File: src/rtl/alu_exec_unit_pkg.sv
// Shared ALU control codes and FSM state type for the execute stage.
// The control decoder imports the same package so both ends agree on the encoding.
package alu_exec_unit_pkg;

  localparam logic [3:0] ALU_ADD  = 4'd0;
  localparam logic [3:0] ALU_SUB  = 4'd1;
  localparam logic [3:0] ALU_AND  = 4'd2;
  localparam logic [3:0] ALU_OR   = 4'd3;
  localparam logic [3:0] ALU_XOR  = 4'd4;
  localparam logic [3:0] ALU_NOR  = 4'd5;
  localparam logic [3:0] ALU_SLL  = 4'd6;
  localparam logic [3:0] ALU_SRL  = 4'd7;
  localparam logic [3:0] ALU_BEQ  = 4'd8;
  localparam logic [3:0] ALU_BNEQ = 4'd9;
  localparam logic [3:0] ALU_BGE  = 4'd10;
  localparam logic [3:0] ALU_BGT  = 4'd11;
  localparam logic [3:0] ALU_BLE  = 4'd12;
  localparam logic [3:0] ALU_BLT  = 4'd13;
  localparam logic [3:0] ALU_SLT  = 4'd14;
  localparam logic [3:0] ALU_SLTU = 4'd15;

  typedef enum logic {
    ST_IDLE  = 1'b0,
    ST_SHIFT = 1'b1
  } state_e;

endpackage

File: src/rtl/alu_serial_shifter.sv
// One-bit-per-cycle logical shifter: load captures value, count and direction;
// each step moves one bit. acc_next is the value the accumulator takes on the next step.
module alu_serial_shifter #(
  parameter int WIDTH   = 32,
  parameter int SHAMT_W = 5
) (
  input  logic               clk,
  input  logic               rst,
  input  logic               load,
  input  logic               step,
  input  logic               dir_right,
  input  logic [WIDTH-1:0]   din,
  input  logic [SHAMT_W-1:0] shamt,
  output logic [WIDTH-1:0]   acc_next,
  output logic               last
);

  logic [WIDTH-1:0]   acc;
  logic [SHAMT_W-1:0] cnt;
  logic               dir_q;

  assign acc_next = dir_q ? (acc >> 1) : (acc << 1);
  // The step that takes cnt from 1 to 0 produces the final value.
  assign last     = (cnt == SHAMT_W'(1));

  always_ff @(posedge clk) begin
    if (rst) begin
      acc   <= '0;
      cnt   <= '0;
      dir_q <= 1'b0;
    end else if (load) begin
      acc   <= din;
      cnt   <= shamt;
      dir_q <= dir_right;
    end else if (step) begin
      acc   <= acc_next;
      cnt   <= cnt - SHAMT_W'(1);
    end
  end

endmodule

File: src/rtl/alu_exec_unit.sv
// Execute stage: single-cycle ALU and branch compare, plus a serial shifter for
// non-zero SLL/SRL. Handshake: an op is accepted when start & ~busy; done pulses one cycle with results.
module alu_exec_unit
  import alu_exec_unit_pkg::*;
#(
  parameter int WIDTH   = 32,
  parameter int SHAMT_W = 5
) (
  input  logic               clk,
  input  logic               rst,
  input  logic               start,
  input  logic [3:0]         alu_ctrl,
  input  logic [WIDTH-1:0]   op_a,
  input  logic [WIDTH-1:0]   op_b,
  input  logic [SHAMT_W-1:0] shamt,
  output logic               busy,
  output logic               done,
  output logic [WIDTH-1:0]   result,
  output logic               zero,
  output logic               branch_taken,
  output state_e             dbg_state
);

  state_e           state, state_n;
  logic             accept, is_shift;
  logic             sh_load, sh_step, sh_last;
  logic             cap_single, cap_shift;
  logic [WIDTH-1:0] sh_next, diff, alu_res;
  logic             lt_s, lt_u, eq, br;

  assign busy      = (state == ST_SHIFT);
  assign dbg_state = state;
  assign accept    = start & ~busy;
  assign is_shift  = (alu_ctrl == ALU_SLL) || (alu_ctrl == ALU_SRL);
  assign diff      = op_a - op_b;
  assign lt_s      = $signed(op_a) < $signed(op_b);
  assign lt_u      = op_a < op_b;
  assign eq        = (op_a == op_b);

  always_comb begin
    alu_res = '0;
    br      = 1'b0;
    case (alu_ctrl)
      ALU_ADD:  alu_res = op_a + op_b;
      ALU_SUB:  alu_res = diff;
      ALU_AND:  alu_res = op_a & op_b;
      ALU_OR:   alu_res = op_a | op_b;
      ALU_XOR:  alu_res = op_a ^ op_b;
      ALU_NOR:  alu_res = ~(op_a | op_b);
      // Only reached here with shamt==0; non-zero amounts go through the serial shifter.
      ALU_SLL, ALU_SRL: alu_res = op_b;
      ALU_BEQ:  begin alu_res = diff; br = eq;           end
      ALU_BNEQ: begin alu_res = diff; br = ~eq;          end
      ALU_BGE:  begin alu_res = diff; br = ~lt_s;        end
      ALU_BGT:  begin alu_res = diff; br = ~lt_s & ~eq;  end
      ALU_BLE:  begin alu_res = diff; br = lt_s | eq;    end
      ALU_BLT:  begin alu_res = diff; br = lt_s;         end
      ALU_SLT:  alu_res = {{(WIDTH-1){1'b0}}, lt_s};
      ALU_SLTU: alu_res = {{(WIDTH-1){1'b0}}, lt_u};
      default:  alu_res = '0;
    endcase
  end

  always_comb begin
    state_n    = state;
    sh_load    = 1'b0;
    sh_step    = 1'b0;
    cap_single = 1'b0;
    cap_shift  = 1'b0;
    case (state)
      ST_IDLE: begin
        if (accept) begin
          if (is_shift && (shamt != '0)) begin
            sh_load = 1'b1;
            state_n = ST_SHIFT;
          end else begin
            cap_single = 1'b1;
          end
        end
      end
      ST_SHIFT: begin
        sh_step = 1'b1;
        if (sh_last) begin
          cap_shift = 1'b1;
          state_n   = ST_IDLE;
        end
      end
      default: state_n = ST_IDLE;
    endcase
  end

  always_ff @(posedge clk) begin
    if (rst) begin
      state        <= ST_IDLE;
      done         <= 1'b0;
      result       <= '0;
      zero         <= 1'b1;
      branch_taken <= 1'b0;
    end else begin
      state <= state_n;
      done  <= cap_single | cap_shift;
      if (cap_single) begin
        result       <= alu_res;
        zero         <= (alu_res == '0);
        branch_taken <= br;
      end else if (cap_shift) begin
        result       <= sh_next;
        zero         <= (sh_next == '0);
        branch_taken <= 1'b0;
      end
    end
  end

  alu_serial_shifter #(
    .WIDTH  (WIDTH),
    .SHAMT_W(SHAMT_W)
  ) u_shifter (
    .clk      (clk),
    .rst      (rst),
    .load     (sh_load),
    .step     (sh_step),
    .dir_right(alu_ctrl == ALU_SRL),
    .din      (op_b),
    .shamt    (shamt),
    .acc_next (sh_next),
    .last     (sh_last)
  );

endmodule

File: config.mk
export PLATFORM = sky130hd
export DESIGN_NAME = alu_exec_unit
export DESIGN_NICKNAME = d
export VERILOG_FILES = /design/src/rtl/alu_exec_unit_pkg.sv /design/src/rtl/alu_serial_shifter.sv /design/src/rtl/alu_exec_unit.sv
export SDC_FILE = /design/constraint.sdc
export NUM_CORES = 1
export LEC_CHECK = 0
export ABC_AREA = 1
export ABC_CLOCK_PERIOD_IN_PS = 2900
export CAP_MARGIN = 25
export CORE_MARGIN = 8
export CORE_UTILIZATION = 59
export DETAILED_ROUTE_END_ITERATION = 16
export GPL_ROUTABILITY_DRIVEN = 0
export PLACE_DENSITY = 0.88
export SLEW_MARGIN = 15
export SYNTH_ARGS = -nofsm -noshare
export SYNTH_HDL_FRONTEND = slang
export SYNTH_HIERARCHICAL = 1
export SYNTH_SLANG_ARGS = --single-unit
File: constraint.sdc
create_clock -name clk -period 2.9 [get_ports clk]
set_input_delay 0.725 -clock clk [delete_from_list [all_inputs] [get_ports clk]]
set_output_delay 0.725 -clock clk [all_outputs]
set_load 0.1 [all_outputs]
==> results_dict.tcl, run 1 <==
set metrics [dict create \
    synth_cell_types 46 \
    yosysWarningCount 6 \
    dp.cells 2626 \
    firstError "[ERROR GRT-0232] Routing congestion too high. Check the congestion heatmap in the GUI." \
    start_util 0.5955 \
    synthArstFlopShare 0 \
    yosysMostFrequentCell "nand2_1" \
    synth_top_area_cell "nand2_1" \
    synth-main-ff-cell "dfxtp_1" \
    synth_top_area_share 0.2301 \
    status "did not finish" \
    rows 50 \
    port_buffers 112 \
    root_buffer "clkbuf_16" \
    postSynthAreaPerCell_um2 5.486 \
    gr-usage-all-layers 1.074 \
    cts_buffer_depth 2 \
    synth_edf_count 0 \
    yosys-top-cells-count "nand2_1 (676), inv_1 (362), nor2_1 (151)" \
    crit_endpoint "zero$_SDFFE_PP1P_/D" \
    cts_buffers 9 \
    synth_seq_cells 74 \
    overflow 3251 \
    post-dp-hpwl_mm 37.84 \
    syn-cell-area_mm2 0.01103 \
    grt_max_degree 46 \
    die_x_um 152.7 \
    syn_nets 2186 \
    die_h_um 152.7 \
    cts.sink_count 74 \
    yosys-top-cells-area "nand2_1 (23%), dfxtp_1 (13%), inv_1 (12%)" \
    lastStage "global routing (5_1_grt)" \
    ys_seq_area_frac 0.1343 \
    htree_levels 3 \
    io_pins 113 \
    endpoint_type "register input" \
    synthCells 2010 \
]
==> kinds of logic after synthesis <==
logic type / count (synthesis) / synth area share
flip-flops: 74 / 0.1343
AND/OR/NAND/NOR: 1045 / 0.3933
XOR/XNOR: 8 / 0.006355
adder cells (fa/ha/maj): 100 / 0.1148
AO/OA/AOI/OAI: 321 / 0.1711
buffers and inverters: 462 / 0.1801
==> per-stage QoR <==
step	setup slack, ps	util	instance area [um2]	hold slack, ps
after floorplan	251.1	-	11030	459.6
after global placement	-787.7	0.7889	14610	453.3
after detailed placement	-1007	0.7889	14610	459.5
after CTS	-19.87	0.8739	16180	472.2
==> what timing repair did <==
item	in CTS
hold buffers	0
gates resized for setup	384
pin swaps	107
gates cloned	0
setup endpoints to repair	27
buffers inserted	23
==> per-layer routing <==
metal / GRT usage / GRT overflow
met4: 1.132 / 519
met2: 1.501 / 2593
met1: 0.8800 / 68
met3: 0.8514 / 68
met5: 0.6566 / 3
==> run 2: changes to the inputs <==
--- a/config.mk
+++ b/config.mk
@@ -9,10 +9,10 @@
 export ABC_CLOCK_PERIOD_IN_PS = 2900
 export CAP_MARGIN = 25
 export CORE_MARGIN = 8
-export CORE_UTILIZATION = 59
+export CORE_UTILIZATION = 40
 export DETAILED_ROUTE_END_ITERATION = 16
 export GPL_ROUTABILITY_DRIVEN = 0
-export PLACE_DENSITY = 0.88
+export PLACE_DENSITY_LB_ADDON = 0.15
 export SLEW_MARGIN = 15
 export SYNTH_ARGS = -nofsm -noshare
 export SYNTH_HDL_FRONTEND = slang
==> results_dict.tcl, run 2 <==
set metrics [dict create \
    grt_max_degree 33 \
    yosysWarningCount 6 \
    synthCells 2010 \
    cp_num_buf_inv 5 \
    cp_max_fo 4 \
    drt_iter0_drc 1662 \
    critPathKind "primary input to flip-flop" \
    ant_nets 0 \
    postSynthAreaPerCell_um2 5.486 \
    reg_top3 "result x32, u_shifter/acc x32, u_shifter/cnt x5" \
    finClkSkew_ps 4.718 \
    yosys-top-cells-count "nand2_1 (676), inv_1 (362), nor2_1 (151)" \
    path_cells "buf_2 -> buf_4 -> ha_4 -> fa_2 -> buf_4 -> nand2_1 -> nand3_2 -> nand2_1 -> nand2_2 -> xor2_1 -> nand2_1 -> nand3_4 -> buf_4 -> buf_4 -> o21ai_0 -> a21oi_1" \
    worstPathRequired_ps 3110 \
    clk_pin_slew_worst_paths_ps 50 \
    finalMaxSlewViolations 0 \
    syn_to_final_growth_pct 59.39 \
    layout.nets 2663 \
    synth_top_area_share 0.2301 \
    fin_crit_ps 2835 \
    pre_cts_slack_ps -907.4 \
    p_total_mw 5.763 \
    synth_top_area_cell "nand2_1" \
    status "finished, final reports clean" \
    worst_slew_pin_slew_ps 555.2 \
    finalSetupViolCount 0 \
    io_pins 113 \
    die_h_um 182.0 \
    dp.cells 2772 \
    hold_violations 0 \
    p_leak_nw 9.315 \
    design.core.area_mm2 0.02703 \
    max_slew_margin 0.6294 \
    port_buffers 112 \
    start_util 0.4080 \
    peakVddDrop_mv 0.4948 \
    p_per_area_mw_per_mm2 327.9 \
    synth_edf_count 0 \
    rows 60 \
    critical-path-max-stage-delay_ps 400 \
    drive_above_1_share 0.3824 \
    cts_buffers 9 \
    fmax_mhz 352.7 \
    drv_cap 0 \
    post_drt_wl_per_cell_um 18.04 \
    grt_pass1_vias 14270 \
    reg2reg_slack_ps 980 \
    vias_per_cell 5.415 \
    cts_buffer_depth 2 \
    synth_seq_cells 74 \
    cts.sink_count 74 \
    synth-main-ff-cell "dfxtp_1" \
    die_area_mm2 0.03314 \
    critPathCaptureType "flip-flop" \
    fin_util 0.6503 \
    overflow 0 \
    syn_nets 2186 \
    diodes 0 \
    period_share 0.9776 \
    yosys-top-cells-area "nand2_1 (23%), dfxtp_1 (13%), inv_1 (12%)" \
    synthArstFlopShare 0 \
    grt_pass1_wl_mm 75.53 \
    worstSetupStartpointType "primary input" \
    synth_cell_types 46 \
    wl_mm 51.11 \
    die_x_um 182.0 \
    worst_path_dominant_cell_family "buffers and inverters" \
    layout_commonest_cell "nand2_1" \
    fin_ws_ps 65.10 \
    dr_total_vias 15340 \
    drc 0 \
    path_common_cell "buf_4" \
    worstPathArrival_ps 3050 \
    postCtsHoldBufs 0 \
    final_cell_mix "nand2_1 (570), buf_4 (433), inv_1 (281), inv_2 (95), nand3_1 (89)" \
    htree_levels 3 \
    clkLatencyLatePin_ps 340 \
    post-dp-hpwl_mm 39.81 \
    cts_tree "done" \
    antenna_found_initial 0 \
    hold_path.class "flip-flop to flip-flop" \
    stdcell_count 2833 \
    dr.pass1.iters 6 \
    syn-cell-area_mm2 0.01103 \
    root_buffer "clkbuf_16" \
    yosysMostFrequentCell "nand2_1" \
    slowest_stage "fa_2" \
    gr-usage-all-layers 0.2869 \
    hold_ws_ps 464.7 \
    ys_seq_area_frac 0.1343 \
]
run 2: cells by family (layout without fill, tap and decap cells):
kind of cell / after synthesis / in the layout / share of synthesized area
AO/OA/AOI/OAI: 321 / 321 / 0.1711
XOR/XNOR: 8 / 8 / 0.006355
adder cells (fa/ha/maj): 100 / 100 / 0.1148
buffers and inverters: 462 / 944 / 0.1801
flip-flops: 74 / 74 / 0.1343
AND/OR/NAND/NOR: 1045 / 1045 / 0.3933
run 2: routing by layer:
metal / routed length, um / global-route usage / vias up
li1: - / - / 7272
met1: 20960 / 0.3785 / 7094
met2: 22810 / 0.4635 / 818
met3: 5337 / 0.04271 / 157
met4: 2005 / 0.1109 / 0
met5: 0 / 0 / -
run 2: power breakdown:
part           leakage [nW]  internal [mW]  switching (mW)
clock network         0.162          0.770           0.425
registers             0.605           1.07          0.0377
logic                  8.55           1.39            2.07
total                  9.32           3.23            2.53
run 2: worst register-to-register path: cells and delay by family, from the launching register on:
kind,cells,cell delay (ps)
DFF,1,340
buffers and inverters,1,230
and+or+nand+nor,9,1310
run 2: what timing repair did:
item | CTS | global route
setup endpoints to repair | 26 | 26
pin swaps | 89 | 139
setup buffers | 26 | 19
resized for setup | 360 | 311
run 2: final timing paths:
path,start,endpoint,cells after the start
min,result[30],result[30],2
max reg2reg,u_shifter/dir_q,zero,10
min reg2reg,result[30],result[30],2
max,op_a[0],result[14],16
run 2: metrics by stage:
step                      instance area (um2)  TNS (ps)
after global routing                    17580    -63.43
final                                   17580         0
after detailed placement                15070    -25340
after floorplan                         11030         0
after CTS                               16640         0
after global placement                  15070    -23850
run 2: area by class of cell:
| type | count | area [um2] |
|---|---|---|
| Fill cell | 2428 | 9450 |
| Multi-Input combinational cell | 1474 | 9378 |
| Timing Repair Buffer | 548 | 4534 |
| Sequential cell | 74 | 1481 |
| Inverter | 380 | 1436 |
| Tap cell | 341 | 426.7 |
| Clock buffer | 10 | 239.0 |
| Clock inverter | 6 | 80.08 |
(Power assumes the default switching activity.)
==> run 3: changes to the inputs <==
--- a/config.mk
+++ b/config.mk
@@ -6,7 +6,7 @@
 export NUM_CORES = 1
 export LEC_CHECK = 0
 export ABC_AREA = 1
-export ABC_CLOCK_PERIOD_IN_PS = 2900
+export ABC_CLOCK_PERIOD_IN_PS = 3400
 export CAP_MARGIN = 25
 export CORE_MARGIN = 8
 export CORE_UTILIZATION = 40
==> constraint.sdc (replaced) <==
create_clock -name clk -period 3.4 [get_ports clk]
set_input_delay 0.85 -clock clk [delete_from_list [all_inputs] [get_ports clk]]
set_output_delay 0.85 -clock clk [all_outputs]
set_load 0.1 [all_outputs]
==> results_dict.tcl, run 3 (synthesized netlist as in run 2, its figures left out) <==
set metrics [dict create \
    rows 60 \
    critPathCaptureType "flip-flop" \
    pwr-share-comb 0.547 \
    ant_nets 0 \
    status "finished, final reports clean" \
    netSwitchingFraction 0.4214 \
    final_cell_mix "nand2_1 (636), buf_4 (369), inv_1 (354), nand3_1 (114), nor2_1 (105)" \
    antenna_found_initial 1 \
    dr_total_vias 14770 \
    worst_slew_pin_slew_ps 654.1 \
    syn_to_final_growth_pct 44.09 \
    r2r_start "u_shifter/dir_q" \
    cts_buffers 9 \
    htree_levels 3 \
    peakVddDrop_mv 0.5318 \
    worstPathRequired_ps 3690 \
    worstRegToRegCells 10 \
    cp_max_fo 7 \
    finalMaxSlewViolations 0 \
    start_util 0.4080 \
    die_area_mm2 0.03314 \
    drive_above_1_share 0.2574 \
    worstPathArrival_ps 3590 \
    grt_setup_unrepaired "true" \
    pre_cts_slack_ps -653.2 \
    clock_power_share 0.250 \
    clkLatencyLatePin_ps 340 \
    die_h_um 182.0 \
    clk_pin_slew_worst_paths_ps 60 \
    die_x_um 182.0 \
    fmax_mhz 302.6 \
    drt_iter0_drc 1531 \
    critPathKind "primary input to flip-flop" \
    worstSetupStartpointType "primary input" \
    fin_ws_ps 95.04 \
    cts_buffer_depth 2 \
    root_buffer "clkbuf_16" \
    min_path_cells 2 \
    power.internal_mw 2.705 \
    layout_commonest_cell "nand2_1" \
    worstSetupStartpoint "op_b[19]" \
    p_leak_nw 8.482 \
    period_share 0.9720 \
    p_per_area_mw_per_mm2 294.3 \
    drc 0 \
    p_seq_frac 0.203 \
    postCtsHoldBufs 0 \
    hold_path.class "flip-flop to flip-flop" \
    max_slew_margin 0.5634 \
    grt_max_degree 36 \
    gr-usage-all-layers 0.2796 \
    grt_pass1_wl_mm 73.31 \
    vias_per_cell 5.379 \
    switchingPower_mw 1.971 \
    cts_tree "done" \
    design.core.area_mm2 0.02703 \
    dr.pass1.iters 8 \
    layout.nets 2576 \
    wl_mm 49.08 \
    post-dp-hpwl_mm 40.07 \
    finalSetupViolCount 0 \
    grt_pass1_vias 13770 \
    hp-start "result[22]" \
    reg_top3 "result x32, u_shifter/acc x32, u_shifter/cnt x5" \
    fin_crit_ps 3305 \
    diodes 0 \
    final_area_mm2 0.01589 \
    port_buffers 112 \
    dpl_cell_area_mm2 0.01462 \
    drv_cap 0 \
    setup_tns_ps 0 \
    post_drt_wl_per_cell_um 17.87 \
    finClkSkew_ps 4.816 \
    cts.sink_count 74 \
    hold_violations 0 \
    io_pins 113 \
    overflow 0 \
]
-- run 3: cell count changes in the layout (fill, tap and decap cells not counted), moves of 15 or more --
cell             change
buf_4               -64
buf_6               -19
clkbuf_2            -18
clkdlybuf4s50_1     +47
dlymetal6s2s_1      -15
inv_1               +73
inv_2               -70
nand2_1             +66
nand2_2             -39
nand2_4             -26
nand3_1             +25
nor2_1              +22
nor2_4              -33
-- run 3: worst max-delay path, cell delays in order --
cell	delay, ps
clkdlybuf4s50_1	500
inv_1	90
ha_4	260
buf_4	140
nand2_1	50
nand2_1	150
a21oi_2	190
inv_1	60
a21oi_1	270
nand4_1	130
nand3_1	120
nand3_2	150
nor2_1	130
nand2_1	60
nor2_1	80
nand4_1	140
nand2_1	100
nand2_1	50
nand2_1	50
-- run 3: power by group through the flow --
stage	Clock, mW	Combinational, mW	Sequential (mW)
2_1_floorplan	0	1.04	1.21
3_3_place_gp	0	2.28	0.965
3_5_place_dp	0	2.30	0.966
4_1_cts	1.19	2.36	0.947
5_1_grt	1.22	2.73	0.954
6_report	1.17	2.56	0.948
-- run 3: path summary, 6_finish.rpt --
path                end  slack [ps]
min reg2reg  result[22]         460
min          result[22]         460
max reg2reg        zero         820
max                zero         100
-- run 3: final cells by class --
class	instances	area [um2]
fill	2694	11140
sequential	74	1481
tap	341	426.7
multi-input combinational	1474	8342
inverter	380	1429
clock inverter	7	141.4
clock buffer	9	225.2
timing repair buffer	461	3844
-- run 3: repair_timing --
action | 4_1_cts | 5_1_grt
buffers inserted | 2 | 11
endpoints found under the hold margin | 0 | 0
gates cloned | 0 | 0
pin swaps | 4 | 45
gates resized for setup | 71 | 152
endpoints found under the setup margin | 10 | 16
-- run 3: stage by stage --
step | power (mW) | hold WS, ps | utilization | cells
6_report | 4.676 | 464.0 | 0.5879 | 2746
2_1_floorplan | 2.247 | 459.6 | - | 2010
3_3_place_gp | 3.247 | 453.2 | 0.5411 | 2717
5_1_grt | 4.905 | 485.0 | 0.5879 | 2746
4_1_cts | 4.496 | 465.2 | 0.5650 | 2735
3_5_place_dp | 3.262 | 455.4 | 0.5411 | 2717
-- run 3: per-layer routing --
metal / up-vias / wire (um) / track usage
li1: 7122 / - / -
met1: 6707 / 20920 / 0.3710
met2: 810 / 21370 / 0.4414
met3: 129 / 4954 / 0.05369
met4: 2 / 1822 / 0.1050
met5: - / 13 / 0
==> RTL change, RTL diff (config.mk and constraints of run 3) <==
Make the reset (`rst`) asynchronous in 2 clocked blocks.
--- a/src/rtl/alu_serial_shifter.sv
+++ b/src/rtl/alu_serial_shifter.sv
@@ -24,5 +24,5 @@
   assign last     = (cnt == SHAMT_W'(1));
 
-  always_ff @(posedge clk) begin
+  always_ff @(posedge clk or posedge rst) begin
     if (rst) begin
       acc   <= '0;
--- a/src/rtl/alu_exec_unit.sv
+++ b/src/rtl/alu_exec_unit.sv
@@ -90,5 +90,5 @@
   end
 
-  always_ff @(posedge clk) begin
+  always_ff @(posedge clk or posedge rst) begin
     if (rst) begin
       state        <= ST_IDLE;
Formal check against the unedited RTL: differs if rst is asserted again (counterexample within 4 cycles, from zero or initial values and one cycle with rst high); with rst held inactive, the same outputs for 4 cycles.
==> RTL change against run 3 <==
Design area is 1.3% higher; critical path depth decreased by 3; sequential cell count is the same; wire length is 1.1% higher; cell count down 0.62%; worst setup slack worse by 0.019 ns; synthesized area shrank 2.3%.
Power is not compared: it rests on default switching activity, and its combinational part moved more than twofold at a synthesized area within 25%.
==> RTL change: results <==
logic_synthesis:
  synth_area_leaders: "nand2_1 (22%), dfrtp_1 (17%), ha_1 (11%)"
  synthAdderAreaFrac_pct: 11.8
  synthTopCellsByCount: "nand2_1 (643), inv_1 (295), nand3_1 (195)"
  ys_types: 42
  synth_xor_area_share_pct: 0.163
  yosysSeqAreaShare_pct: 17.2
  yosysWarnings: 6
  synth_top_flop_cell: "dfrtp_1"
  syn-num-nets: 2104
  async_reset_ff_share_pct: 100
  synth_compound_area_share_pct: 14.2
placement:
  post-place-ws_ns: -0.519
  port_buffers: 112
  dpl_cell_area_mm2: 0.0149
  dpl.hpwl_mm: 40.3
clock_tree:
  clk_pin_slew_worst_paths_ns: 0.06
  cts-root-buf: "clkbuf_16"
  cts_buffers: 9
  clock_path_buffers: 2
outcome:
  status: "finished, final reports clean"
route:
  drt-pass1-iter-count: 7
  drt-total-wl_mm: 49.6
  drtIter0Drc: 1856
  vias: 14966
  ant_nets: 0
hold_path:
  hp-class: "reg -> reg"
  worst_hold_path.endpoint: "result[2]$_DFFE_PP0P_"
  min_from: "result[2]$_DFFE_PP0P_"
worst_setup_path:
  r2r_cells: 7
  r2r_slack_ns: 1.19
  max_stage_delay_ns: 0.51
  crit_arrival_ns: 3.52
  r2r-start: "u_shifter/dir_q$_DFFE_PP0P_"
  critPathSlowestCell: "clkdlybuf4s50_1"
  rr_endpoint: "zero$_DFFE_PP1P_"
  worstPathMaxFanout: 6
power_and_ir_drop:
  p_leak_nw: 8.56
  switchingPower_mw: 4.27
timing:
  finalHoldViolCount: 0
  post-route-period-util_pct: 97.8
  worstMarginPinSlew_ns: 0.873
  fin_worst_skew_ns: 0.00471
grt:
  grt_max_degree: 39
  grt_pass1_vias: 13904
  grt_antenna_before_repair: 0
  grt_pass1_wl_mm: 74.9
  grt_use_total_pct: 28.7
finish:
  fin_nets: 2558
  drive_gt1_share_pct: 26.7
-- RTL change: cell count changes after synthesis, sizes merged, moves of 32 or more --
cell	delta
dfrtp	+73
nand3	+57
a22oi	-32
inv	-78
o21ai	+37
a21oi	-36
dfxtp	-74
nand2	-41
-- RTL change: through the flow --
| stage | utilization (%) | power (mW) | TNS [ns] | hold slack, ns | std cells |
|---|---|---|---|---|---|
| 3_5_place_dp | 55.9 | 6.49 | -6.53 | 0.480 | 2708 |
| 2_1_floorplan | - | 4.80 | 0 | 0.465 | 1928 |
| 5_1_grt | 60.2 | 8.19 | -0.0736 | 0.513 | 2728 |
| 3_3_place_gp | 55.9 | 6.43 | -5.52 | 0.467 | 2708 |
| 6_report | 60.2 | 7.78 | 0 | 0.490 | 2729 |
| 4_1_cts | 57.5 | 7.55 | 0 | 0.495 | 2724 |
-- RTL change: worst max path at each step --
stage,start,to,cells past startpoint
after floorplan,op_a[0],zero$_DFFE_PP1P_,16
after global placement,op_a[2],zero$_DFFE_PP1P_,20
after detailed placement,op_a[2],zero$_DFFE_PP1P_,20
after CTS,op_b[16],zero$_DFFE_PP1P_,17
after global routing,op_a[9],zero$_DFFE_PP1P_,22
final,op_a[20],result[25]$_DFFE_PP0P_,16
-- RTL change: kinds of logic after synthesis --
group	after synthesis
flip-flops	74
adder cells (fa/ha/maj)	100
AND/OR/NAND/NOR	1106
AO/OA/AOI/OAI	274
XOR/XNOR	2
buffers and inverters	372
-- RTL change: final cells by class --
type | instances | area (um2)
fillers | 2615 | 10600
multi-input cells | 1482 | 8220
repair buffers | 512 | 4140
flip-flops and latches | 74 | 1850
inverters | 303 | 1140
well taps | 341 | 427
clock buffers | 10 | 239
clock inverters | 6 | 80.1
diodes | 1 | 2.50
-- RTL change: worst max-delay path: cells and delay by family --
family / cells / cell delay, ns
buffers and inverters: 6 / 1.07
adders and majority gates: 1 / 0.34
and+or+nand+nor: 7 / 0.90
AOI/OAI and AO/OA: 2 / 0.35
-- RTL change: timing repair --
| action | in CTS | in global routing |
|---|---|---|
| endpoints found under the setup margin | 7 | 19 |
| hold endpoints to repair | 0 | 0 |
| gates resized for setup | 33 | 184 |
| buffers inserted | 0 | 4 |
| pin swaps | 3 | 32 |
-- RTL change: metal layers --
metal	GRT usage, %	up-vias	wire, um
met5	0	-	0
met4	11.0	0	2010
met3	4.54	145	5440
met2	46.2	878	21900
met1	38.2	6884	20300
li1	-	7059	-
-- RTL change: power by group through the flow --
stage / sequential (mW) / clock [mW] / combinational, mW
2_1_floorplan: 2.87 / 0 / 1.94
3_5_place_dp: 1.53 / 0 / 4.96
5_1_grt: 1.58 / 1.06 / 5.56
6_report: 1.53 / 1.02 / 5.24
4_1_cts: 1.52 / 1.03 / 5.00
3_3_place_gp: 1.52 / 0 / 4.92
